File: src/rtl/hc04_emulator_if.sv
// Write channel and sensor lines shared by the sonar side (master) and the HC-SR04 emulator (slave).
interface hc04_emulator_if #(
  parameter int CHANNELS = 6
);
  logic [CHANNELS-1:0] hc04_trigger;
  logic [CHANNELS-1:0] hc04_echo;
  logic [3:0]          in_ctrl;
  logic [23:0]         in_data;
  logic                in_wr;
  logic [CHANNELS-1:0] busy;
  logic [CHANNELS-1:0] err;

  modport master (
    output hc04_trigger, in_ctrl, in_data, in_wr,
    input  hc04_echo, busy, err
  );

  modport slave (
    input  hc04_trigger, in_ctrl, in_data, in_wr,
    output hc04_echo, busy, err
  );
endinterface

File: src/rtl/hc04_emulator.sv
// Multi-channel HC-SR04 responder: echo rises LATENCY cycles after a valid trigger fall, width code*SCALE (NOECHO if 0); writes never stall.
// Define HC04_EMU_SYNC_EN to pass triggers through a two-flop synchronizer (+2 cycles on all trigger-relative timing).
module hc04_emulator #(
  parameter int CHANNELS = 6,
  parameter int TRIG_MIN = 500,
  parameter int LATENCY  = 10000,
  parameter int SCALE    = 32,
  parameter int NOECHO   = 1900000,
  parameter int HOLDOFF  = 50000
) (
  input  logic           clk,
  input  logic           rst_n,
  hc04_emulator_if.slave bus
);

  localparam logic [2:0] ST_IDLE  = 3'd0;
  localparam logic [2:0] ST_TRIG  = 3'd1;
  localparam logic [2:0] ST_BURST = 3'd2;
  localparam logic [2:0] ST_ECHO  = 3'd3;
  localparam logic [2:0] ST_HOLD  = 3'd4;

  localparam longint CNT_MAX = 64'sd4194303;

  if (CHANNELS < 1 || CHANNELS > 8 || TRIG_MIN < 1 || LATENCY < 1 || SCALE < 1 ||
      NOECHO < 1 || HOLDOFF < 1 ||
      longint'(SCALE) * longint'(4095) > CNT_MAX || longint'(NOECHO) > CNT_MAX ||
      longint'(LATENCY) > CNT_MAX || longint'(HOLDOFF) > CNT_MAX ||
      longint'(TRIG_MIN) > CNT_MAX) begin : g_bad_params
    $error("hc04_emulator: parameters out of range for the 22-bit counter");
  end

  localparam logic [21:0] TRIG_SAT = 22'(TRIG_MIN);
  localparam logic [21:0] LAT_LD   = 22'(LATENCY - 1);
  localparam logic [21:0] HOLD_LD  = 22'(HOLDOFF - 1);
  localparam logic [21:0] NOE_LD   = 22'(NOECHO - 1);
  localparam logic [21:0] SCALE_W  = 22'(SCALE);

  logic [CHANNELS-1:0] trig_s;
  logic [CHANNELS-1:0] trig_rise;
  logic [CHANNELS-1:0] trig_prev_q, trig_prev_d;
  logic [CHANNELS-1:0] echo_q, echo_d;
  logic [CHANNELS-1:0] err_q, err_d;
  logic [CHANNELS-1:0] short_set;
  logic [CHANNELS-1:0] clr_mask;
  logic [CHANNELS-1:0] busy_c;
  logic [2:0]          state_q [CHANNELS];
  logic [2:0]          state_d [CHANNELS];
  logic [21:0]         cnt_q   [CHANNELS];
  logic [21:0]         cnt_d   [CHANNELS];
  logic [11:0]         act_q   [CHANNELS];
  logic [11:0]         act_d   [CHANNELS];
  logic [11:0]         code_q  [CHANNELS];
  logic [11:0]         code_d  [CHANNELS];
  logic                data_unused;

  assign data_unused = ^bus.in_data[23:12];

`ifdef HC04_EMU_SYNC_EN
  logic [CHANNELS-1:0] sync1_q, sync1_d;
  logic [CHANNELS-1:0] sync2_q, sync2_d;

  always_comb begin
    sync1_d = bus.hc04_trigger;
    sync2_d = sync1_q;
  end

  always_ff @(posedge clk) begin
    if (!rst_n) begin
      sync1_q <= '0;
      sync2_q <= '0;
    end else begin
      sync1_q <= sync1_d;
      sync2_q <= sync2_d;
    end
  end

  assign trig_s = sync2_q;
`else
  assign trig_s = bus.hc04_trigger;
`endif

  assign trig_rise = trig_s & ~trig_prev_q;

  always_comb begin
    trig_prev_d = trig_s;
    clr_mask    = (bus.in_wr && bus.in_ctrl == 4'hE) ? bus.in_data[CHANNELS-1:0] : '0;
    echo_d      = echo_q;
    short_set   = '0;
    busy_c      = '0;
    for (int i = 0; i < CHANNELS; i++) begin
      state_d[i] = state_q[i];
      cnt_d[i]   = cnt_q[i];
      act_d[i]   = act_q[i];
      code_d[i]  = code_q[i];
      busy_c[i]  = (state_q[i] != ST_IDLE);
      if (bus.in_wr && (bus.in_ctrl == 4'hF || bus.in_ctrl == 4'(i))) begin
        code_d[i] = bus.in_data[11:0];
      end

      case (state_q[i])
        ST_IDLE: begin
          // The sample that reveals the rise is the first high cycle of the pulse.
          if (trig_rise[i]) begin
            state_d[i] = ST_TRIG;
            cnt_d[i]   = 22'd1;
          end
        end
        ST_TRIG: begin
          if (trig_s[i]) begin
            if (cnt_q[i] < TRIG_SAT) cnt_d[i] = cnt_q[i] + 22'd1;
          end else if (cnt_q[i] >= TRIG_SAT) begin
            act_d[i]   = code_q[i];
            cnt_d[i]   = LAT_LD;
            state_d[i] = ST_BURST;
          end else begin
            short_set[i] = 1'b1;
            state_d[i]   = ST_IDLE;
          end
        end
        ST_BURST: begin
          if (cnt_q[i] == '0) begin
            echo_d[i]  = 1'b1;
            state_d[i] = ST_ECHO;
            cnt_d[i]   = (act_q[i] == '0) ? NOE_LD : (22'(act_q[i]) * SCALE_W) - 22'd1;
          end else begin
            cnt_d[i] = cnt_q[i] - 22'd1;
          end
        end
        ST_ECHO: begin
          if (cnt_q[i] == '0) begin
            echo_d[i]  = 1'b0;
            state_d[i] = ST_HOLD;
            cnt_d[i]   = HOLD_LD;
          end else begin
            cnt_d[i] = cnt_q[i] - 22'd1;
          end
        end
        ST_HOLD: begin
          if (cnt_q[i] == '0) state_d[i] = ST_IDLE;
          else                cnt_d[i]   = cnt_q[i] - 22'd1;
        end
        default: state_d[i] = ST_IDLE;
      endcase
    end
    // A short-trigger error raised in the same cycle as a clear must survive.
    err_d = (err_q & ~clr_mask) | short_set;
  end

  always_ff @(posedge clk) begin
    if (!rst_n) begin
      trig_prev_q <= '0;
      echo_q      <= '0;
      err_q       <= '0;
      for (int i = 0; i < CHANNELS; i++) begin
        state_q[i] <= ST_IDLE;
        cnt_q[i]   <= '0;
        act_q[i]   <= '0;
        code_q[i]  <= '0;
      end
    end else begin
      trig_prev_q <= trig_prev_d;
      echo_q      <= echo_d;
      err_q       <= err_d;
      state_q     <= state_d;
      cnt_q       <= cnt_d;
      act_q       <= act_d;
      code_q      <= code_d;
    end
  end

  assign bus.hc04_echo = echo_q;
  assign bus.err       = err_q;
  assign bus.busy      = busy_c;

endmodule

File: src/flat_wrapper.sv
// flat-port wrapper written by rule: the top's interface ports become plain ports
module hc04_emulator_flat 
#(
  parameter int CHANNELS = 6,
  parameter int TRIG_MIN = 500,
  parameter int LATENCY  = 10000,
  parameter int SCALE    = 32,
  parameter int NOECHO   = 1900000,
  parameter int HOLDOFF  = 50000
)
  (clk, rst_n, bus_hc04_trigger, bus_in_ctrl, bus_in_data, bus_in_wr, bus_hc04_echo, bus_busy, bus_err);
  hc04_emulator_if #(.CHANNELS(CHANNELS)) bus_i ();
  input  logic clk;
  input  logic rst_n;
  input wire logic [$bits(bus_i.hc04_trigger)-1:0] bus_hc04_trigger;
  input wire logic [$bits(bus_i.in_ctrl)-1:0] bus_in_ctrl;
  input wire logic [$bits(bus_i.in_data)-1:0] bus_in_data;
  input wire logic [$bits(bus_i.in_wr)-1:0] bus_in_wr;
  output wire logic [$bits(bus_i.hc04_echo)-1:0] bus_hc04_echo;
  output wire logic [$bits(bus_i.busy)-1:0] bus_busy;
  output wire logic [$bits(bus_i.err)-1:0] bus_err;
  assign bus_i.hc04_trigger = bus_hc04_trigger;
  assign bus_i.in_ctrl = bus_in_ctrl;
  assign bus_i.in_data = bus_in_data;
  assign bus_i.in_wr = bus_in_wr;
  assign bus_hc04_echo = bus_i.hc04_echo;
  assign bus_busy = bus_i.busy;
  assign bus_err = bus_i.err;
  hc04_emulator #(.CHANNELS(CHANNELS), .TRIG_MIN(TRIG_MIN), .LATENCY(LATENCY), .SCALE(SCALE), .NOECHO(NOECHO), .HOLDOFF(HOLDOFF)) u_core (.clk(clk), .rst_n(rst_n), .bus(bus_i));
endmodule
File: config.mk
export PLATFORM = sky130hd
export DESIGN_NAME = hc04_emulator_flat
export DESIGN_NICKNAME = d
export VERILOG_FILES = /design/src/rtl/hc04_emulator_if.sv /design/src/rtl/hc04_emulator.sv /design/src/flat_wrapper.sv
export SDC_FILE = /design/constraint.sdc
export NUM_CORES = 1
export LEC_CHECK = 0
export BUFFER_PORTS_ARGS = -buffer_cell sky130_fd_sc_hd__buf_2
export CORE_MARGIN = 1
export CORE_UTILIZATION = 34
export CTS_CLUSTER_SIZE = 10
export DETAILED_ROUTE_END_ITERATION = 8
export MAX_ROUTING_LAYER = met4
export PLACE_DENSITY_LB_ADDON = 0.2
export SYNTH_ARGS = -nofsm -noshare
export SYNTH_HDL_FRONTEND = slang
export SYNTH_SLANG_ARGS = --single-unit
File: constraint.sdc
create_clock -name clk -period 3.1 [get_ports clk]
set_input_delay 0.775 -clock clk [delete_from_list [all_inputs] [get_ports clk]]
set_output_delay 0.775 -clock clk [all_outputs]
set_load 0.01 [all_outputs]
# Yosys cells after proc, flatten, opt, wreduce, memory -nomap -nowiden
# Index checks and enable logic that the tools add are counted.
# word_totals
ff_bits	312
output_inout_bits	18
word_cells	359
# op_classes
n_addsub	18
magnitude_cmp	12
eq_ne	79
n_mux	133
n_bitwise	11
n_reduce_logical	74
# op_table
cell	n
$mux W22	48
$pmux W22 S5	6
$add A22 B1 Y22 const B	6
$ge A22 B9 Y1 const B	6
$logic_not A22 Y1	6
$lt A22 B9 Y1 const B	6
$sub A22 B1 Y22 const B	6
$sub A17 B1 Y18 const B	6
$mux W3	30
$pmux W3 S5	6
$logic_not A12 Y1	6
$reduce_and A5 Y1	12
$ne A2 B1 Y1 const B	24
$eq A3 B2 Y1 const B	12
$ne A3 B2 Y1 const B	12
$reduce_and A3 Y1	12
$mux W1	30
$reduce_bool A5 Y1	6
$ne A2 B2 Y1 const B	12
$eq A3 B1 Y1 const B	6
$eq A3 B3 Y1 const B	6
$logic_not A3 Y1	6
$reduce_bool A3 Y1	6
$and A6 B6 Y6	2
other kinds (14)	49

# Longest topological paths before layout
# Gate-level depths: netlist (run 1).
# depth
word_depth	6
ltp_mapped	12

# Worst setup path after synthesis (run 1)
# No wires, ideal clock.
# synth_path
kind	register to register
startpoint	reg u_core.cnt_q[34] (netlist name)
endpoint	reg u_core.cnt_q[42] (netlist name)
setup_time_ps	122
arrival_ps	2748
required_time_ps	2978
path_slack_ps	230
path_stages_with_launch	11
path_buffers	3
path_cell_list	dfxtp_1 > clkbuf_1 > or4_4 > or4_4 > or4_4 > and3_1 > buf_6 > and2_4 > buf_6 > a31oi_1 > mux2i_1
# synth_between
elab_chain_cells	4
elab_cells_between_ends	15
cone_classes	add/sub (2); order compare (2); eq/ne (3); mux (6); reduce/logical (2)
# synth_lines
item	line_no	text
from (decl)	hc04_emulator.sv:48	logic [21:0] cnt_q [CHANNELS];
from (signal assigned)	hc04_emulator.sv:165	cnt_q <= cnt_d;
$add A22 B1 Y22	hc04_emulator.sv:110	if (cnt_q[i] < TRIG_SAT) cnt_d[i] = cnt_q[i] + 22'd1;
$mux W22	hc04_emulator.sv:110	
$mux W22	hc04_emulator.sv:109	if (trig_s[i]) begin
$pmux W22 S5	hc04_emulator.sv:100	case (state_q[i])
# Several ways; a longest one is shown, not always the timed one. The select of a mux whose other input is x is not followed.
# A chain may end at the register's enable or synchronous reset.

# Worst setup path after layout (run 1)
# layout_path
startpoint	reg u_core.cnt_q[62] (netlist name)
endpoint	reg u_core.cnt_q[62] (netlist name)
# The elaborated chain is that of the path after synthesis.

==> results.cfg, run 1 <==
[yosys]
netlist.area_leader.share_pct = 30.74
synth.largest_area_cell = dfxtp_1
syn_avg_cell_area_um2 = 7.412
yosysSeqAreaShare_pct = 30.74
synth_ff_type = dfxtp_1
synth-seq-cells = 312
syn-cell-area_mm2 = 0.02032
synth_area_leaders = dfxtp_1 31%, mux2i_1 6.8%, nor2_1 6.6%
synth.distinct_cells = 86
synth_edf_count = 0
synth_fp_nets = 2796
yosysWarnings = 0
synth_common_cells = 356 x nor2_1, 312 x dfxtp_1, 284 x nand2_1, 196 x a21oi_1, 172 x clkbuf_1
synth_cells = 2741
yosysMostFrequentCell = nor2_1
synthArstFlopShare_pct = 0

[clocking]
clk_path_buf_depth = 3
cts_tree = done
cts.clk_slew.worst_paths_ns = 0.05
ctsHoldBuffers = 0
numCtsBuffers = 41
post_cts_buffers = 0
cts_root_buf = clkbuf_16
cts_max_level = 2
cts_sinks = 312
insertion_delay_ns = 0.56

[drt]
drc = 0
drt_first_pass_iters = 6
drtIter0Drc = 1997
vias = 20776
drtAntennaViolNets = 0
drt_wl_total_um = 67580
detail_route.vias_per_cell = 5.760
drt-wirelength-per-cell_um = 18.73

[setup_path]
start_kind = flip-flop
path_cells = or4_1 > nor4_4 > nor4b_4 > mux2i_1 > nor3_2 > o21ai_0 > a31oi_1
critPathCaptureType = flip-flop
timing.rr.start = u_core.cnt_q[62]
worstPathArrival_ns = 3.55
r2r_end = u_core.cnt_q[62]
crit_required_ns = 3.58
critical_path_class = flip-flop to flip-flop
rr_worst_depth = 7
r2r_setup_slack_ns = 0.04
slowest_delay_ns = 0.74
cp_max_fo = 14
cpMaxStageDelayCell = nor3_2

[placed_design]
dp.cells = 3544
hpwl_um = 48900
port_buffers = 42
gp_congestion = 0.9466
place_ws_ns = 0.1040

[layout]
layout-drive-gt1-share_pct = 11.36
num-fill-cells = 6104
finalNetCount = 2869
stdcell_count = 3607
multi_input_area_mm2 = 0.01306
seq_area_mm2 = 0.006246
diodes = 0
syn_to_final_growth_pct = 15.14

[pwr]
p_int_mw = 7.403
p_seq_share_pct = 39.9
ir_drop_mv = 0.3424
swShare_pct = 29.37
p_leak_nw = 8.992
combPwrFrac_pct = 17.2
p_per_area_mw_per_mm2 = 448.0
p_total_mw = 10.48
netSwitchingPower_mw = 3.078
p_clk_share_pct = 42.9

[flow_run]
max_cap_violations = 0

[floorplan]
die_w_um = 246.5
coreArea_mm2 = 0.05902
dieArea_mm2 = 0.06074
start_util_pct = 34.42
die_h_um = 246.5
ioPinCount = 55
rows = 89

[global_routing]
grt_pass1_vias = 19678
overflow = 0
antenna_found_initial = 0
grt_max_degree = 48
grtUsageTotal_pct = 22.58
grt_pass1_wl_um = 108300

[timing]
rsz0062_at_grt = yes
min_period_ns = 3.063
tightest_slew_ns = 0.8953
maxSlewViolCount = 0
fin_skew_ns = 0.01304
hold_ws_ns = 0.4470
max_clock_freq_mhz = 326.4
slew_headroom_pct = 39.98
hold_viol = 0
period_share_pct = 98.82
finalSetupViolCount = 0
fin_ws_ns = 0.03655

[hold_path]
holdPathStages = 2
hold_start = u_core.code_q[67]
min_path_type = flip-flop to flip-flop
hold_end = u_core.act_q[67]

[outcome]
status = completed
per-layer routing:
layer	part of all wire (%)	up-vias	track usage, %
met4	2.4	0	6.481
met1	47	9871	30.34
met5	0	-	-
met2	45	666	34.81
li1	-	10110	-
met3	5.8	129	3.464
worst max-delay path: cells and delay by family, from the launching register on:
kind / cells / cell delay (ns)
AOI/OAI and AO/OA: 2 / 0.43
DFF: 1 / 0.35
and+or+nand+nor: 4 / 2.04
muxes: 1 / 0.17
cell families after synthesis:
group                      after synthesis  synth area share, %
DFF                                    312                30.74
buffers and inverters                  268                5.111
AOI/OAI and AO/OA                      700                22.25
muxes                                  141                6.959
xor gates and xnor gates               134                5.777
adders and majority gates               18                1.109
and+or+nand+nor                       1168                28.05
placed cells by master (no fill, tap or decap), drive strengths merged, types with 86 or more instances in the layout:
cell and n:
nand2 284, nor2 358, dfxtp 312, o21ai 159, a21oi 197, nand3 95, xnor2 86, buf 221
nor3 107, mux2i 139
power by group through the flow:
stage / clock, mW / sequential [mW] / combinational [mW]
after floorplan: 0 / 4.22 / 1.16
after global placement: 0 / 4.26 / 1.75
after detailed placement: 0 / 4.27 / 1.76
after CTS: 4.63 / 4.18 / 1.77
after global routing: 4.79 / 4.19 / 1.96
final: 4.50 / 4.18 / 1.80
sequential cells by signal (all words and copies together) (netlist names):
register	count
u_core.state_q	18
u_core.code_q	72
u_core.cnt_q	132
u_core.bus.hc04_echo	6
u_core.trig_prev_q	6
u_core.act_q	72
u_core.bus.err	6
layout make-up:
cell class	instances	area share (%)
Sequential cell	312	26.70
Multi-Input combinational cell	2161	55.81
Clock buffer	55	4.782
Tap cell	773	4.134
Inverter	77	1.257
Clock inverter	8	0.4065
Timing Repair Buffer	221	6.910
stage by stage:
step | cell area, um2 | util (%) | setup TNS [ns]
3_5_place_dp | 22170 | 37.57 | 0
5_1_grt | 23390 | 39.64 | -0.3672
6_report | 23390 | 39.64 | 0
2_1_floorplan | 20320 | - | 0
4_1_cts | 23390 | 39.62 | 0
3_3_place_gp | 22170 | 37.57 | 0
how the worst max path moves through the flow:
stage                           from               end  slack, ns  cells past startpoint
finish              u_core.cnt_q[62]  u_core.cnt_q[62]       0.04                      7
global route        u_core.cnt_q[62]  u_core.cnt_q[44]      -0.08                      7
CTS                 u_core.cnt_q[62]  u_core.cnt_q[62]       0.10                      7
detailed placement  u_core.cnt_q[62]  u_core.cnt_q[62]       0.10                      7
global placement    u_core.cnt_q[32]  u_core.cnt_q[42]       0.14                      7
floorplan           u_core.cnt_q[34]  u_core.cnt_q[42]       0.23                     10
timing repair:
| item | CTS | global route |
|---|---|---|
| endpoints found under the hold margin | 0 | 0 |
| setup endpoints to repair | 0 | 11 |
| resized for setup | 0 | 2 |
(Power assumes the default switching activity.)
==> inputs of run 2 (changes only) <==
Settings changed: BUFFER_PORTS_ARGS -buffer_cell sky130_fd_sc_hd__buf_2 to -buffer_cell sky130_fd_sc_hd__clkbuf_2, CORE_ASPECT_RATIO set to 0.8.
==> results.cfg, run 2 (same netlist as run 1, synthesis figures left out) <==
[placed_design]
gp_congestion = 0.9500
dpl_cell_area_mm2 = 0.02221
place_ws_ns = 0.01627
hpwl_um = 50680
port_buffers = 42

[timing]
tightest_slew_ns = 0.8615
fin_ws_ns = 0.1206
hold_viol = 0
fin_setup_tns_ns = 0
fin_skew_ns = 0.01187
max_clock_freq_mhz = 335.6
period_share_pct = 96.11
min_period_ns = 2.979
maxSlewViolCount = 0
slew_headroom_pct = 41.74
rsz0062_at_grt = no
finalSetupViolCount = 0

[pwr]
p_total_mw = 10.45
ir_drop_mv = 0.2868
p_leak_nw = 9.020
p_per_area_mw_per_mm2 = 445.7

[setup_path]
r2r_end = u_core.cnt_q[41]
crit_required_ns = 3.54
timing.rr.start = u_core.cnt_q[37]
cp_max_fo = 12
worstPathArrival_ns = 3.42
crit_path_start = u_core.cnt_q[37]
start_kind = flip-flop
setup.worst_path.end = u_core.cnt_q[41]
rr_worst_depth = 7
critPathCaptureType = flip-flop
r2r_setup_slack_ns = 0.12
critical_path_class = flip-flop to flip-flop

[clocking]
ctsHoldBuffers = 0
cts.clk_slew.worst_paths_ns = 0.06
cts_sinks = 312
clk_path_buf_depth = 3
cts_max_level = 2
numCtsBuffers = 40
insertion_delay_ns = 0.56
cts_root_buf = clkbuf_16
cts_tree = done

[layout]
syn_to_final_growth_pct = 15.37
regMostFlops = u_core.cnt_q
finalNetCount = 2876
final_common_cell = nor2_1
largest_reg_flops = 132
layout-drive-gt1-share_pct = 11.88
fin_util_pct = 39.99
final_cell_mix = 355 x nor2_1, 312 x dfxtp_1, 283 x nand2_1
reg_top3 = u_core.cnt_q (132), u_core.act_q (72), u_core.code_q (72)
final_area_mm2 = 0.02344

[global_routing]
grt_max_degree = 55
grtUsageTotal_pct = 23.21
overflow = 0
grt_pass1_wl_um = 109500
antenna_found_initial = 1
grt_pass1_vias = 19225

[drt]
drc = 0
drt_wl_total_um = 69600
drt-wirelength-per-cell_um = 19.30
vias = 21003
drtIter0Drc = 2058
drtAntennaViolNets = 0
drt_first_pass_iters = 5
detail_route.vias_per_cell = 5.823

[floorplan]
start_util_pct = 34.66
die_w_um = 275.3
coreArea_mm2 = 0.05862
die_h_um = 220.6
dieArea_mm2 = 0.06074
ioPinCount = 55
rows = 79

[flow_run]
max_cap_violations = 0

[hold_path]
min_path_type = flip-flop to flip-flop
hold_start = u_core.code_q[70]

[outcome]
status = completed
==> run 2: repair_timing <==
action,in CTS,in global routing
gates resized for setup,0,6
buffers inserted,0,3
endpoints found under the setup margin,1,33
==> run 2: how the worst min path moves through the flow <==
stage,cells past startpoint,endpoint
6_report,2,u_core.act_q[70]
5_1_grt,2,u_core.act_q[71]
4_1_cts,2,u_core.act_q[60]
3_5_place_dp,2,u_core.act_q[60]
3_3_place_gp,2,u_core.act_q[70]
2_1_floorplan,2,u_core.act_q[61]
==> run 2: cell type report <==
class                   count  area (um2)
inverters                  77       294.0
clock buffers              51        1124
clock inverters             7       60.06
well taps                 769       962.2
multi-input cells        2161       13090
diodes                      1       2.502
repair buffers            229        1664
flip-flops and latches    312        6246
fillers                  6021       35180
==> run 2: where the power goes <==
group / leakage [nW] / internal (mW) / switching, mW
sequential: 2.52 / 4.08 / 0.0951
clock: 0.591 / 2.59 / 1.83
combinational: 5.91 / 0.668 / 1.18
total: 9.02 / 7.35 / 3.10
==> run 2: metal layers <==
metal	GRT usage, %	wire, um
met2	32.46	28740
met4	5.230	1190
met3	4.145	5305
met5	-	0
met1	34.06	34370
==> run 2: through the flow <==
step,cells,hold slack (ns)
floorplan,2741,0.4315
CTS,3603,0.4510
global route,3607,0.4761
detailed placement,3545,0.4441
global placement,3545,0.4393
finish,3607,0.4543
==> run 2: critical path: stages, from the launching register on <==
cell and delay [ns]:
dfxtp_1 0.38, or3_1 0.45, or4_4 0.58, or4_4 0.56, and3_1 0.34, and2_4 0.30, a31oi_1 0.14, o22ai_1 0.10
==> inputs of run 3 (changes only) <==
Settings changed: ABC_AREA set to 1.
==> results.cfg, run 3 <==
[layout]
final_area_mm2 = 0.02516
layout-drive-gt1-share_pct = 7.011
stdcell_count = 4800
final_common_cell = nand2_1
final_cell_mix = 1,032 x nand2_1, 594 x nor2_1, 397 x nand3_1
reg_top3 = u_core.cnt_q (132), u_core.act_q (72), u_core.code_q (72)
syn_to_final_growth_pct = 9.491
finalNetCount = 3928
num-fill-cells = 7517
largest_reg_flops = 132
regMostFlops = u_core.cnt_q

[pwr]
p_total_mw = 28.16
p_clk_share_pct = 17.1
p_int_mw = 13.16
combPwrFrac_pct = 61.8
p_seq_share_pct = 21.1
ir_drop_mv = 0.7575
netSwitchingPower_mw = 15.00
p_per_area_mw_per_mm2 = 1119
p_leak_nw = 11.21
swShare_pct = 53.28

[yosys]
synth_compound_area_share_pct = 14.70
synth_common_cells = 1,032 x nand2_1, 594 x nor2_1, 397 x nand3_1, 381 x inv_1, 313 x o21ai_0
synth_ff_type = dfxtp_1
synth_cells = 3909
netlist.area_leader.share_pct = 27.18
synth_edf_count = 0
synth.largest_area_cell = dfxtp_1
synthArstFlopShare_pct = 0
synth_fp_nets = 3964
syn_avg_cell_area_um2 = 5.878
yosysMostFrequentCell = nand2_1
muxShareOfSynthArea_pct = 0
yosysWarnings = 0
synth_top_family_by_area = simple AND/OR/NAND/NOR gates
synthAdderAreaFrac_pct = 0.9801
synthXorXnorAreaFrac_pct = 4.498
synth_simple_gate_area_share_pct = 42.41
syn-cell-area_mm2 = 0.02298
synth-seq-cells = 312
synth_area_leaders = dfxtp_1 27%, nand2_1 17%, nor2_1 9.7%
synth.distinct_cells = 50
yosysSeqAreaShare_pct = 27.18

[placed_design]
dp.cells = 4733
dpl_cell_area_mm2 = 0.02383
hpwl_um = 57740
place_ws_ns = 0.3260
port_buffers = 42
gp_congestion = 1.006

[timing]
maxSlewViolCount = 0
period_share_pct = 85.65
max_clock_freq_mhz = 376.6
rsz0062_at_grt = no
finalSetupViolCount = 0
hold_viol = 0
fin_setup_tns_ns = 0
min_period_ns = 2.655
slew_headroom_pct = 32.15
tightest_slew_ns = 1.014
fin_skew_ns = 0.01887
fin_ws_ns = 0.4448

[global_routing]
grt_max_degree = 153
overflow = 0
antenna_found_initial = 6
grt_pass1_wl_um = 123300
grt_pass1_vias = 22031
grtUsageTotal_pct = 22.87

[setup_path]
critPathCaptureType = flip-flop
crit_required_ns = 3.60
cpLargestDelayFamily = simple AND/OR/NAND/NOR gates
slowest_delay_ns = 0.38
path_buf_inv = 1
cp_max_fo = 6
path_cells = inv_1 > ha_1 > nand3_1 > nor2_1 > nand4_2 > nor2_1 > o21ai_0 > nand3_1 > nand2_1 > a21oi_1
worstPathArrival_ns = 3.16
cpMaxStageDelayCell = nor2_1
start_kind = flip-flop
critical_path_class = flip-flop to flip-flop

[hold_path]
min_path_type = flip-flop to flip-flop

[floorplan]
dieArea_mm2 = 0.06863
ioPinCount = 55
start_util_pct = 34.65
die_h_um = 234.5
die_w_um = 292.7
coreArea_mm2 = 0.06632
rows = 84

[outcome]
status = completed

[clocking]
cts_max_level = 2
insertion_delay_ns = 0.58
ctsHoldBuffers = 0
cts.clk_slew.worst_paths_ns = 0.06
cts_sinks = 312
post_cts_buffers = 0
cts_tree = done
clk_path_buf_depth = 3
cts_root_buf = clkbuf_16
cts_resized = 0
numCtsBuffers = 41

[drt]
drtAntennaViolNets = 0
drt-wirelength-per-cell_um = 16.01
detail_route.vias_per_cell = 5.085
drt_first_pass_iters = 5
drt_wl_total_um = 76830
vias = 24408
drc = 0
drtIter0Drc = 2037

[flow_run]
max_cap_violations = 0
==> run 3: cell types whose count changed after synthesis, moves of 67 or more <==
cell / change
mux2i_1: -139
nand3_1: +302
inv_1: +304
xnor2_1: -70
o21ai_0: +157
nor2_1: +238
clkbuf_1: -121
nand2_1: +748
nor3_1: -67
a21oi_1: +81
==> run 3: logic make-up after synthesis <==
group,count (synthesis)
xor gates and xnor gates,118
DFF,312
AOI/OAI and AO/OA,649
adders and majority gates,18
and+or+nand+nor,2254
buffers and inverters,558
==> run 3: metrics by stage <==
step           util (%)  hold slack (ns)
2_1_floorplan         -           0.4474
3_3_place_gp      35.94           0.4540
3_5_place_dp      35.94           0.4645
4_1_cts           37.93           0.4655
5_1_grt           37.94           0.4929
6_report          37.94           0.4681
==> run 3: per-layer routing <==
metal / track usage, % / wire length [um] / vias to the layer above
li1: - / - / 12564
met1: 33.72 / 39900 / 11055
met2: 32.09 / 30530 / 700
met3: 3.569 / 5048 / 89
met4: 5.285 / 1352 / 0
met5: - / 0 / -
==> run 3: layout make-up <==
type | instances | area (um2) | area share [%]
timing repair buffer | 83 | 583.1 | 2.317
sequential | 312 | 6246 | 24.83
inverter | 396 | 1491 | 5.928
clock buffer | 54 | 1166 | 4.635
clock inverter | 10 | 153.9 | 0.6117
multi-input combinational | 3039 | 14380 | 57.16
tap | 903 | 1130 | 4.491
antenna | 3 | 7.507 | 0.02984
==> run 3: power groups by stage <==
stage	Combinational (mW)	Clock, mW	Sequential (mW)
after global routing	19.5	5.11	6.08
after detailed placement	17.2	0	5.99
after global placement	17.2	0	6.00
after floorplan	13.6	0	5.31
after CTS	17.3	4.95	5.91
final	17.4	4.80	5.95
==> run 3: tightest hold or removal path: stages (launching register included) <==
cell	delay (ns)
dfxtp_1	0.31
nand2_1	0.06
a21oi_1	0.05
==> run 3: path summary, 6_finish.rpt <==
kind / start / to / slack (ns) / cells after the start
setup / recovery: u_core.cnt_q[22] / u_core.cnt_q[29] / 0.44 / 10
hold / removal: u_core.bus.hc04_echo[1] / u_core.bus.hc04_echo[1] / 0.47 / 2
setup reg to reg: u_core.cnt_q[22] / u_core.cnt_q[29] / 0.44 / 10
hold reg to reg: u_core.bus.hc04_echo[1] / u_core.bus.hc04_echo[1] / 0.47 / 2
